**config.mk**
```make
export PLATFORM = sky130hd
export DESIGN_NAME = fft_stage_sequencer
export DESIGN_NICKNAME = d
export VERILOG_FILES = /design/src/rtl/fft_stage_sequencer.sv
export SDC_FILE = /design/constraint.sdc
export NUM_CORES = 1
export LEC_CHECK = 0
export CORE_AREA = 2 2 112 114
export CTS_BUF_LIST = sky130_fd_sc_hd__clkbuf_8
export DETAILED_ROUTE_END_ITERATION = 10
export DIE_AREA = 0 0 114 116
export PLACE_DENSITY = 0.92
export RECOVER_POWER = 25
export REMOVE_ABC_BUFFERS = 1
export SLEW_MARGIN = 0
export SYNTH_ARGS = -nofsm -noshare
export SYNTH_HDL_FRONTEND = slang
export SYNTH_SLANG_ARGS = --single-unit
```
**constraint.sdc**
```tcl
create_clock -name clk -period 14.3 [get_ports clk]
set_input_delay 2.86 -clock clk [delete_from_list [all_inputs] [get_ports clk]]
set_output_delay 2.86 -clock clk [all_outputs]
set_load 0.01 [all_outputs]
```
**src/rtl/fft_stage_sequencer.sv**
```systemverilog
// fft_stage_sequencer
// Address sequencer for an in-place radix-2 decimation-in-time FFT. Each stage
// issues one butterfly read pair (plus its twiddle address) per cycle. The
// same address pair is replayed as a write-back once the butterfly pipeline
// has produced the result. Between stages the sequencer waits for that
// pipeline to empty, so a stage never reads a location that the previous
// stage has not yet written.
//
// Ports
//   clk             in   clock, rising edge
//   rst             in   asynchronous reset, active-high
//   start_i         in   start request, sampled only while idle
//   abort_i         in   synchronous abort: back to idle, pending writes dropped
//   busy_o          out  high while running, draining or signalling done
//   done_o          out  one-cycle pulse after the last write of the last stage
//   stage_o         out  current stage (0 when no read is issued)
//   rd_en_o         out  butterfly read strobe, also the twiddle ROM enable
//   rd_addr_a_o     out  upper butterfly input address
//   rd_addr_b_o     out  lower butterfly input address
//   twiddle_addr_o  out  twiddle ROM address
//   bf_ce_o         out  butterfly clock enable (read or any result in flight)
//   wr_en_o         out  write-back strobe for both BRAM ports
//   wr_addr_a_o     out  write address for result A
//   wr_addr_b_o     out  write address for result B
module fft_stage_sequencer #(
    parameter int  N          = 1024,
    parameter int  BF_LATENCY = 4,
    localparam int LOG2N      = $clog2(N),
    localparam int SW         = (LOG2N > 1) ? $clog2(LOG2N) : 1
) (
    input  logic             clk,
    input  logic             rst,
    input  logic             start_i,
    input  logic             abort_i,
    output logic             busy_o,
    output logic             done_o,
    output logic [SW-1:0]    stage_o,
    output logic             rd_en_o,
    output logic [LOG2N-1:0] rd_addr_a_o,
    output logic [LOG2N-1:0] rd_addr_b_o,
    output logic [LOG2N-2:0] twiddle_addr_o,
    output logic             bf_ce_o,
    output logic             wr_en_o,
    output logic [LOG2N-1:0] wr_addr_a_o,
    output logic [LOG2N-1:0] wr_addr_b_o
);

    // The butterfly counter and the twiddle address are both LOG2N-1 bits wide.
    localparam int KW = LOG2N - 1;
    localparam int CW = (BF_LATENCY > 1) ? $clog2(BF_LATENCY) : 1;

    localparam logic [KW-1:0] K_LAST   = '1;
    localparam logic [SW-1:0] S_LAST   = SW'(LOG2N - 1);
    localparam logic [CW-1:0] CNT_LAST = CW'(BF_LATENCY - 1);

    typedef enum logic [1:0] {
        IDLE  = 2'd0,
        RUN   = 2'd1,
        DRAIN = 2'd2,
        DONE  = 2'd3
    } state_t;

    state_t          state_q, state_d;
    logic [SW-1:0]   s_q, s_d;
    logic [KW-1:0]   k_q, k_d;
    logic [CW-1:0]   cnt_q, cnt_d;

    logic             busy_q, busy_d;
    logic             done_q, done_d;
    logic [SW-1:0]    stage_q, stage_d;
    logic             rd_en_q, rd_en_d;
    logic [LOG2N-1:0] rd_addr_a_q, rd_addr_a_d;
    logic [LOG2N-1:0] rd_addr_b_q, rd_addr_b_d;
    logic [KW-1:0]    twiddle_q, twiddle_d;
    logic             bf_ce_q, bf_ce_d;

    // Write-back delay line; index BF_LATENCY-1 drives the write port.
    logic [BF_LATENCY-1:0] vld_q, vld_d;
    logic [LOG2N-1:0]      pa_q [BF_LATENCY];
    logic [LOG2N-1:0]      pa_d [BF_LATENCY];
    logic [LOG2N-1:0]      pb_q [BF_LATENCY];
    logic [LOG2N-1:0]      pb_d [BF_LATENCY];

    // Address arithmetic intermediates.
    logic [KW-1:0]    half_k, pos_k;
    logic [LOG2N-1:0] half, grp;

    // Next-state sequencing for the state machine and its counters.
    always_comb begin
        // NOTE: every combinational output gets a default first, so no path
        // leaves a value unassigned and no latch is inferred.
        state_d = state_q;
        s_d     = s_q;
        k_d     = k_q;
        cnt_d   = cnt_q;

        case (state_q)
            IDLE: begin
                if (start_i) begin
                    state_d = RUN;
                    s_d     = '0;
                    k_d     = '0;
                end
            end
            RUN: begin
                if (k_q == K_LAST) begin
                    state_d = DRAIN;
                    cnt_d   = '0;
                end else begin
                    k_d = k_q + KW'(1);
                end
            end
            DRAIN: begin
                if (cnt_q == CNT_LAST) begin
                    if (s_q == S_LAST) begin
                        state_d = DONE;
                    end else begin
                        state_d = RUN;
                        s_d     = s_q + SW'(1);
                        k_d     = '0;
                    end
                end else begin
                    cnt_d = cnt_q + CW'(1);
                end
            end
            DONE:    state_d = IDLE;
            default: state_d = IDLE;
        endcase

        // Abort overrides everything, including a simultaneous start.
        if (abort_i) begin
            state_d = IDLE;
            s_d     = '0;
            k_d     = '0;
            cnt_d   = '0;
        end
    end

    // Outputs are registered from the next state, so they line up with the
    // state the machine is in during that cycle.
    always_comb begin
        // half is computed modulo 2^KW: in the last stage it wraps to 0, so
        // half_k - 1 becomes all ones and pos_k is simply k.
        half_k = KW'(1) << s_d;
        pos_k  = k_d & (half_k - KW'(1));
        half   = LOG2N'(1) << s_d;
        grp    = {1'b0, k_d} >> s_d;

        rd_en_d     = (state_d == RUN);
        busy_d      = (state_d != IDLE);
        done_d      = (state_d == DONE);
        stage_d     = '0;
        rd_addr_a_d = '0;
        rd_addr_b_d = '0;
        twiddle_d   = '0;

        if (rd_en_d) begin
            stage_d     = s_d;
            // Insert a zero bit at position s to get the upper butterfly leg.
            rd_addr_a_d = (grp << (int'(s_d) + 1)) | {1'b0, pos_k};
            rd_addr_b_d = rd_addr_a_d + half;
            twiddle_d   = pos_k << (LOG2N - 1 - int'(s_d));
        end
    end

    // Write-back delay line: shift the issued read pair forward each cycle.
    always_comb begin
        vld_d[0] = rd_en_q;
        pa_d[0]  = rd_addr_a_q;
        pb_d[0]  = rd_addr_b_q;
        for (int i = 1; i < BF_LATENCY; i++) begin
            vld_d[i] = vld_q[i-1];
            pa_d[i]  = pa_q[i-1];
            pb_d[i]  = pb_q[i-1];
        end
        if (abort_i) begin
            vld_d = '0;
            for (int i = 0; i < BF_LATENCY; i++) begin
                pa_d[i] = '0;
                pb_d[i] = '0;
            end
        end
        bf_ce_d = rd_en_d | (|vld_d);
    end

    // NOTE: sequential state uses non-blocking assignments only, so every
    // flop samples the values from before the edge regardless of statement order.
    always_ff @(posedge clk or posedge rst) begin
        if (rst) begin
            state_q     <= IDLE;
            s_q         <= '0;
            k_q         <= '0;
            cnt_q       <= '0;
            busy_q      <= 1'b0;
            done_q      <= 1'b0;
            stage_q     <= '0;
            rd_en_q     <= 1'b0;
            rd_addr_a_q <= '0;
            rd_addr_b_q <= '0;
            twiddle_q   <= '0;
            bf_ce_q     <= 1'b0;
            vld_q       <= '0;
            // NOTE: the delay line is a handful of flops rather than a RAM, so
            // it is reset in full; the write address outputs then start at 0.
            for (int i = 0; i < BF_LATENCY; i++) begin
                pa_q[i] <= '0;
                pb_q[i] <= '0;
            end
        end else begin
            state_q     <= state_d;
            s_q         <= s_d;
            k_q         <= k_d;
            cnt_q       <= cnt_d;
            busy_q      <= busy_d;
            done_q      <= done_d;
            stage_q     <= stage_d;
            rd_en_q     <= rd_en_d;
            rd_addr_a_q <= rd_addr_a_d;
            rd_addr_b_q <= rd_addr_b_d;
            twiddle_q   <= twiddle_d;
            bf_ce_q     <= bf_ce_d;
            vld_q       <= vld_d;
            for (int i = 0; i < BF_LATENCY; i++) begin
                pa_q[i] <= pa_d[i];
                pb_q[i] <= pb_d[i];
            end
        end
    end

    assign busy_o         = busy_q;
    assign done_o         = done_q;
    assign stage_o        = stage_q;
    assign rd_en_o        = rd_en_q;
    assign rd_addr_a_o    = rd_addr_a_q;
    assign rd_addr_b_o    = rd_addr_b_q;
    assign twiddle_addr_o = twiddle_q;
    assign bf_ce_o        = bf_ce_q;
    assign wr_en_o        = vld_q[BF_LATENCY-1];
    assign wr_addr_a_o    = pa_q[BF_LATENCY-1];
    assign wr_addr_b_o    = pb_q[BF_LATENCY-1];

endmodule

```
Word level (Yosys, flattened, before mapping)
Cells that the tools add are included.
{ "op_classes": {"add_sub_neg": 7, "mul": 0, "div": 0, "magnitude_cmp": 0, "eq_ne": 10, "n_shift": 5, "mux": 28, "bitwise_logic": 3, "reduce_logical": 5} }
{ "ops": {"columns": ["op", "count"], "rows": [
  ["$mux 40", 2],
  ["$mux 9", 6],
  ["$shl 9x32->9", 1],
  ["$pmux 9 s3", 1],
  ["$mux 4", 6],
  ["$mux 10", 2],
  ["$mux 2", 8],
  ["$add 10x10->10", 1],
  ["$or 10x9->10", 1],
  ["$shl 1x4->10 const A", 1],
  ["$shl 10x5->10", 1],
  ["$shr 9x4->10", 1],
  ["$add 9x1->9 const B", 1],
  ["$and 9x9->9", 1],
  ["$eq 9x9->1 const B", 1],
  ["$shl 1x4->9 const A", 1],
  ["$sub 9x1->9 const B", 1],
  ["$eq 2x2->1 const B", 4],
  ["$pmux 2 s4", 1],
  ["$pmux 4 s2", 1],
  ["$ne 3x3->1 const B", 2],
  ["$add 4x1->5 const B", 1],
  ["$sub 4x4->5 const A", 1],
  ["$add 4x1->4 const B", 1],
  ["10 further kinds", 11]
]} }
{ "word_totals": {"register_bits": 138, "latchBits": 0, "mem_bits_rw": 0, "romBits": 0, "inputBits": 4, "output_inout_bits": 58, "word_cells": 79, "memories": 0} }

Logic depth before layout (Yosys ltp)
Gate-level depths: netlist (run 1).
{ "depth": {"ltp_word": 11, "ltp_mapped": 25, "depth_no_buf": 22} }

Worst setup path after synthesis (run 1)
Ideal clock, no wire load.
{ "synth_path": {"path_kind": "input-to-reg", "startpoint": "input port abort_i", "endpoint": "register rd_addr_b_q[9], in the netlist rd_addr_b_o[9]", "setup_time_ns": 0.134, "t_arrival_ns": 6.990, "t_required_ns": 14.166, "path_slack_ns": 7.176, "path_stages": 24, "path_buffers": 4, "cell_sequence": "buf_2 nor3b_1 a31oi_1 or3_1 buf_4 inv_2 buf_6 buf_6 ha_1 o211ai_1 xnor2_1 a31oi_1 and2_0 a31o_1 ha_1 a21o_1 a21o_1 a21o_1 a21oi_1 o21a_1 o21ai_0 xor2_1 nand3_1 nor3b_2"} }
{ "synth_between": {"elab_chain_len": 7, "word_cells_on_any_way": 14, "classes_between": "add/sub: 3; eq/ne: 1; shift: 4; mux: 4; bitwise: 2"} }
{ "synth_lines": {"columns": ["item", "line_no", "source"], "rows": [
  ["from (decl)", "34", "input logic abort_i,"],
  ["$mux 4 *", "131", "if (abort_i) begin"],
  ["via s_d[1]", "64", "logic [SW-1:0] s_q, s_d;"],
  ["parallel branches: the longest is 4 deep, another holds $add 4x1->5", null, null],
  ["$add 10x10->10 *", "161", "rd_addr_b_d = rd_addr_a_d + half;"],
  ["$mux 10 *", "157", "if (rd_en_d) begin"],
  ["via rd_addr_b_d[9]", "73", "logic [LOG2N-1:0] rd_addr_b_q, rd_addr_b_d;"],
  ["to (signal assigned)", "219", "rd_addr_b_q <= rd_addr_b_d;"],
  ["to (decl)", "73", null]
]} }
Mark *: on every way through the listed nets, which the timed path passes.
A chain may end at the register's enable or synchronous reset.

Worst setup path in the final report (run 1)
{ "layout_path": {"startpoint": "input port abort_i", "endpoint": "register rd_addr_b_q[9], in the netlist rd_addr_b_o[9]"} }
{ "layout_between": {"elab_chain_len": 7, "word_cells_on_any_way": 14, "classes_between": "add/sub: 3; eq/ne: 1; shift: 4; mux: 4; bitwise: 2"} }
{ "layout_lines": {"columns": ["item", "line_no"], "rows": [
  ["parallel branches: the longest is 6 deep, another holds $add 10x10->10", null],
  ["$mux 10 *", "157"],
  ["via rd_addr_b_d[9]", "73"]
]} }
Marked as above.

==> flow_summary.ini, run 1 <==
[run_status]
status = complete, but fails checks
violations = capacitance limit, slew limit

[routing]
viasPerCell = 6.176
ant_nets = 0
remaining_drc_errors = 0
avgRoutedWirePerCell_um = 19.85
drt_iter0_drc = 769
drt-total-wl_mm = 17.47
vias = 5435
first_pass_iters = 5

[floorplan]
dieArea_um2 = 13220
die_width_um = 114
design.core.area_um2 = 11910
start_util_pct = 58.99
die_h_um = 116
io_pins = 62
rows = 40

[global_route]
first_global_vias = 5325
antenna_found_initial = 0
overflow = 0
grt_pass1_wl_mm = 27.95
grt_max_degree = 90
grt_use_total_pct = 27.54

[pwr]
power_density_nw_per_um2 = 92.72
cell_internal_pwr_w = 0.0005318
switchingPower_w = 0.0001986
netSwitchingFraction_pct = 27.19
leakagePower_nw = 3.585
seqPwrFrac_pct = 54.1
p_comb_share_pct = 4.4
total_power_w = 0.0007304
clockPowerShare_pct = 41.5
ir_worst_vdd_v = 0.00006123

[cts]
ctsHoldBuffers = 0
clk_pin_slew_ns = 0.09
cts_tree = built
ctsResizeCount = 0
cts-buffers-inserted = 17
insertion_delay_ns = 0.44
htree_levels = 4
clkSinkCount = 138
cts_root_buf = clkbuf_8
post-cts-setup-buffers = 0
cts.path.max_buffers = 2

[logic_synthesis]
yosysMostFrequentCell = dfrtp_1
ys_async_sr_fraction_pct = 100.0
synth_area_um2 = 7027
synthCells = 693
synth_edf_count = 0
synth_top_cell_area_share_pct = 49.15
synth_common_cells = 138 x dfrtp_1, 86 x nor2b_1, 62 x nor2_1, 38 x nand2_1, 33 x a21oi_1
synth_top_cell_by_area = dfrtp_1
yosysWarnings = 0
synth_area_leaders = dfrtp_1 49%, nor2b_1 7.7%, ha_1 3.9%
netlist-cell-type-count = 86
syn_avg_cell_area_um2 = 10.14
ys_ff_latch = 138
synthFlopType = dfrtp_1
synth-seq-area-share_pct = 49.15

[setup_path]
end_kind = flip-flop
reg2reg_depth = 21
crit_type = input pin to flip-flop
crit_buf_inv = 2
crit_end = rd_addr_b_o[9]
cp-start-kind = input pin
crit_chain = clkbuf_1 > clkbuf_1 > nor3_1 > a31o_1 > ha_1 > a21o_1 > a21o_1 > a21o_1 > a21oi_1 > o21a_1 > o21ai_0 > xor2_1 > nand3_1 > nor3b_2
worst-path-max-fanout = 89
crit_top_cell = a21o_1
slowest_delay_ns = 2.54
cp.depth = 14
critPathSlowestCell = clkbuf_1
cp_top_family = buffers and inverters
setup.worst_path.start = abort_i
timing.rr.start = state_q[1]
reg2reg_to = rd_addr_b_o[9]
crit_required_ns = 14.62
cp.arrival_ns = 8.87
rrSetupSlack_ns = 8.50

[place]
gp_congestion = 0.9949
dpl.cell_count = 848
placed_area_um2 = 7505
io_buffers = 61
detailed_place_hpwl_mm = 12.02

[sta]
hold_violations = 0
fin_skew_ns = 0.01009
slew_headroom_pct = -134.6
max_freq_mhz = 117.0
fin_crit_ns = 8.544
period_share_pct = 59.75
tns_ns = 0
rsz0062_at_grt = false
tightest_slew_ns = 3.519
finalSetupViolations = 0
drv_slew = 143

[final_layout]
area_delta_synth_final_pct = 12.11
n_antenna_cell = 0
fin_nets = 747
finalNonFillerCells = 880
drive_above_1_share_pct = 8.868
final_cell_area_um2 = 7878

[hold_path]
hp-class = flip-flop to flip-flop

[flow_run]
drv_cap = 2
[registers in the layout, summed over array words and instances, names as in the netlist, 2 cells and up]
signal	flops
cnt_q	2
k_q	9
pa_q	30
pb_q	30
rd_addr_a_o	10
rd_addr_b_o	10
s_q	4
stage_o	4
state_q	2
twiddle_addr_o	9
vld_q	4
wr_addr_a_o	10
wr_addr_b_o	10
[cells by family (layout without fill, tap and decap cells)]
logic type	Yosys count	count (layout)	share of synthesized area, %
simple gates	281	281	21.99
compound gates	161	161	17.02
flops	138	138	49.15
buf+inv	78	118	6.090
fa+ha+maj	23	23	4.202
xor+xnor	10	10	1.246
mux	2	2	0.3027
[area by class of cell]
class / count / area (um2)
sequential: 138 / 3453
multi-input combinational: 477 / 3146
tap: 147 / 183.9
clock buffer: 17 / 234.0
timing repair buffer: 65 / 630.6
inverter: 21 / 82.58
fill: 859 / 4034
clock inverter: 15 / 147.6
[cells in the final DEF, fill, tap and decap left out, types with 8 or more instances in the layout]
cell type / n
nand3_1: 20
ha_1: 22
nor2_1: 62
a211oi_1: 17
and3_1: 8
clkdlybuf4s50_1: 59
nor2b_1: 86
dfrtp_1: 138
o21ai_0: 17
a31oi_1: 15
nand2_1: 38
nor3_1: 19
inv_1: 16
clkbuf_8: 17
a21oi_1: 33
[power by group through the flow]
stage	registers, W	logic, W	clock network [W]
3_5_place_dp	0.000403	0.0000324	0
4_1_cts	0.000395	0.0000326	0.000308
5_1_grt	0.000395	0.0000359	0.000326
6_report	0.000395	0.0000322	0.000303
2_1_floorplan	0.000403	0.0000172	0
3_3_place_gp	0.000402	0.0000318	0
[worst min path at each step]
stage                   from  depth (start not counted)  slack, ns             end
floorplan           pa_q[20]                          1       0.44        pa_q[10]
global placement    pb_q[18]                          1       0.44  wr_addr_b_o[8]
detailed placement  pa_q[36]                          1       0.45        pa_q[26]
CTS                 pa_q[38]                          1       0.47        pa_q[28]
global route        pa_q[18]                          1       0.47  wr_addr_a_o[8]
finish              pa_q[38]                          1       0.47        pa_q[28]
[per-stage QoR]
step	utilization [%]	setup WS, ns	hold WS, ns
final	66.13	5.756	0.4657
after global routing	66.13	5.138	0.4717
after CTS	66.21	6.478	0.4707
after detailed placement	63.00	6.011	0.4504
after global placement	63.00	6.106	0.4397
after floorplan	-	7.028	0.4385
[metal layers]
metal	GRT usage, %	up-vias	wire length, um
met5	0	-	0
met4	9.268	0	432
met3	5.753	42	1343
met2	46.07	283	8563
met1	36.09	2627	7127
li1	-	2483	-
Note: power is estimated with default switching activity, not from simulation.
==> run 2, diff against run 1 <==
Clock period 14.3 ns to 8.7 ns, I/O delays scaled along.
==> flow_summary.ini, run 2 (synthesis gave the netlist of run 1 again) <==
[run_status]
status = complete, but fails checks
violations = capacitance limit, slew limit

[final_layout]
utilization_pct = 66.05
fin_nets = 748
drive_above_1_share_pct = 8.743
reg_top3 = pa_q: 30 flops, pb_q: 30 flops
final_common_cell = dfrtp_1
area_delta_synth_final_pct = 11.97
fill_cells = 881
final_cell_mix = 138 x dfrtp_1, 86 x nor2b_1, 62 x nor2_1
n_antenna_cell = 0

[routing]
viasPerCell = 6.135
ant_nets = 0
remaining_drc_errors = 0
drt-total-wl_mm = 16.83
avgRoutedWirePerCell_um = 19.14
drt_iter0_drc = 556
first_pass_iters = 5
vias = 5393

[place]
gp_congestion = 0.9687
detailed_place_hpwl_mm = 11.76
io_buffers = 61

[setup_path]
cp_top_family = compound AO/OA/AOI/OAI gates
setup.worst_path.start = start_i
crit_chain = clkdlybuf4s50_1 > or3b_4 > and4_4 > nor2_4 > inv_2 > ha_1 > o211ai_1 > xnor2_1 > a31oi_1 > and2_0 > a31o_1 > ha_1 > a21o_1 > a21o_1 > a21o_1 > a21oi_1 > o21a_1 > o21ai_0 > xor2_1 > nand3_1 > nor3b_2
timing.rr.start = state_q[1]
critPathSlowestCell = clkdlybuf4s50_1
crit_top_cell = a21o_1
crit_required_ns = 9.02
cp.arrival_ns = 6.95
end_kind = flip-flop
cp-start-kind = input pin
slowest_delay_ns = 0.55
worst-path-max-fanout = 17
crit_type = input pin to flip-flop
crit_buf_inv = 2

[cts]
cts_root_buf = clkbuf_8
htree_levels = 4
ctsHoldBuffers = 0
clkSinkCount = 138
cts-buffers-inserted = 17
post-cts-setup-buffers = 0
cts_tree = built
clk_pin_slew_ns = 0.08
insertion_delay_ns = 0.45
cts.path.max_buffers = 2
ctsResizeCount = 0

[global_route]
antenna_found_initial = 0
grt_use_total_pct = 26.57
grt_max_degree = 105
overflow = 0
grt_pass1_wl_mm = 26.98
first_global_vias = 5366

[sta]
max_freq_mhz = 150.9
tns_ns = 0
hold_violations = 0
fin_crit_ns = 6.628
rsz0062_at_grt = false
tightest_slew_ns = 2.623
drv_slew = 63
period_share_pct = 76.19
fin_skew_ns = 0.01218
slew_headroom_pct = -75.80
finalSetupViolations = 0

[flow_run]
drv_cap = 1

[floorplan]
die_width_um = 114
start_util_pct = 58.99
dieArea_um2 = 13220
die_h_um = 116
design.core.area_um2 = 11910
rows = 40
io_pins = 62

[hold_path]
holdCritStartpoint = pb_q[17]
hp-class = flip-flop to flip-flop

[pwr]
power_density_nw_per_um2 = 149.1
leakagePower_nw = 3.571
ir_worst_vdd_v = 0.00008008
==> run 2: worst paths after layout <==
check / endpoint / depth (start not counted) / slack (ns)
setup / recovery: rd_addr_b_o[9] / 21 / 2.07
min in group asynchronous: rd_addr_a_o[3] / 2 / 2.50
hold reg to reg: wr_addr_b_o[7] / 1 / 0.46
setup reg to reg: rd_addr_b_o[9] / 21 / 3.06
hold / removal: wr_addr_b_o[7] / 1 / 0.46
max in group asynchronous: stage_o[3] / 3 / 4.39
==> run 2: stage by stage <==
stage	power, W	setup slack, ns	cells	hold WS [ns]	instance area (um2)
4_1_cts	0.001186	2.153	879	0.4653	7873
3_5_place_dp	0.0007154	1.646	849	0.4472	7512
2_1_floorplan	0.0006903	2.548	636	0.4385	6680
5_1_grt	0.001218	1.746	879	0.4810	7868
3_3_place_gp	0.0007137	1.813	849	0.4400	7512
6_report	0.001173	2.072	879	0.4612	7868
==> run 2: worst register-to-register path: cells and delay by family, from the launching register on <==
family / cells / cell delay (ns)
AOI/OAI and AO/OA: 10 / 1.98
DFF: 1 / 0.58
xor gates and xnor gates: 2 / 0.42
buffers and inverters: 2 / 0.62
and+or+nand+nor: 5 / 1.38
adders and majority gates: 2 / 0.53
==> run 2: routing by layer <==
layer	GRT usage, %	vias to the layer above	wire length [um]
met4	12.44	0	565
met5	0	-	0
met1	33.46	2613	6932
li1	-	2479	-
met2	44.21	249	8301
met3	5.701	52	1027
==> run 2: area by class of cell <==
| class | count | area (um2) | area share (%) |
|---|---|---|---|
| clock buffer | 19 | 261.5 | 3.324 |
| clock inverter | 11 | 98.84 | 1.256 |
| inverter | 21 | 82.58 | 1.050 |
| multi-input combinational | 477 | 3146 | 39.98 |
| sequential | 138 | 3453 | 43.89 |
| tap | 147 | 183.9 | 2.338 |
| timing repair buffer | 66 | 641.9 | 8.158 |
==> run 2: report_power, final <==
part | switching (W) | total, W | internal, W
registers | 0.00000394 | 0.000650 | 0.000646
clock network | 0.000234 | 0.000470 | 0.000236
logic | 0.0000382 | 0.0000529 | 0.0000147
total | 0.000277 | 0.00117 | 0.000897
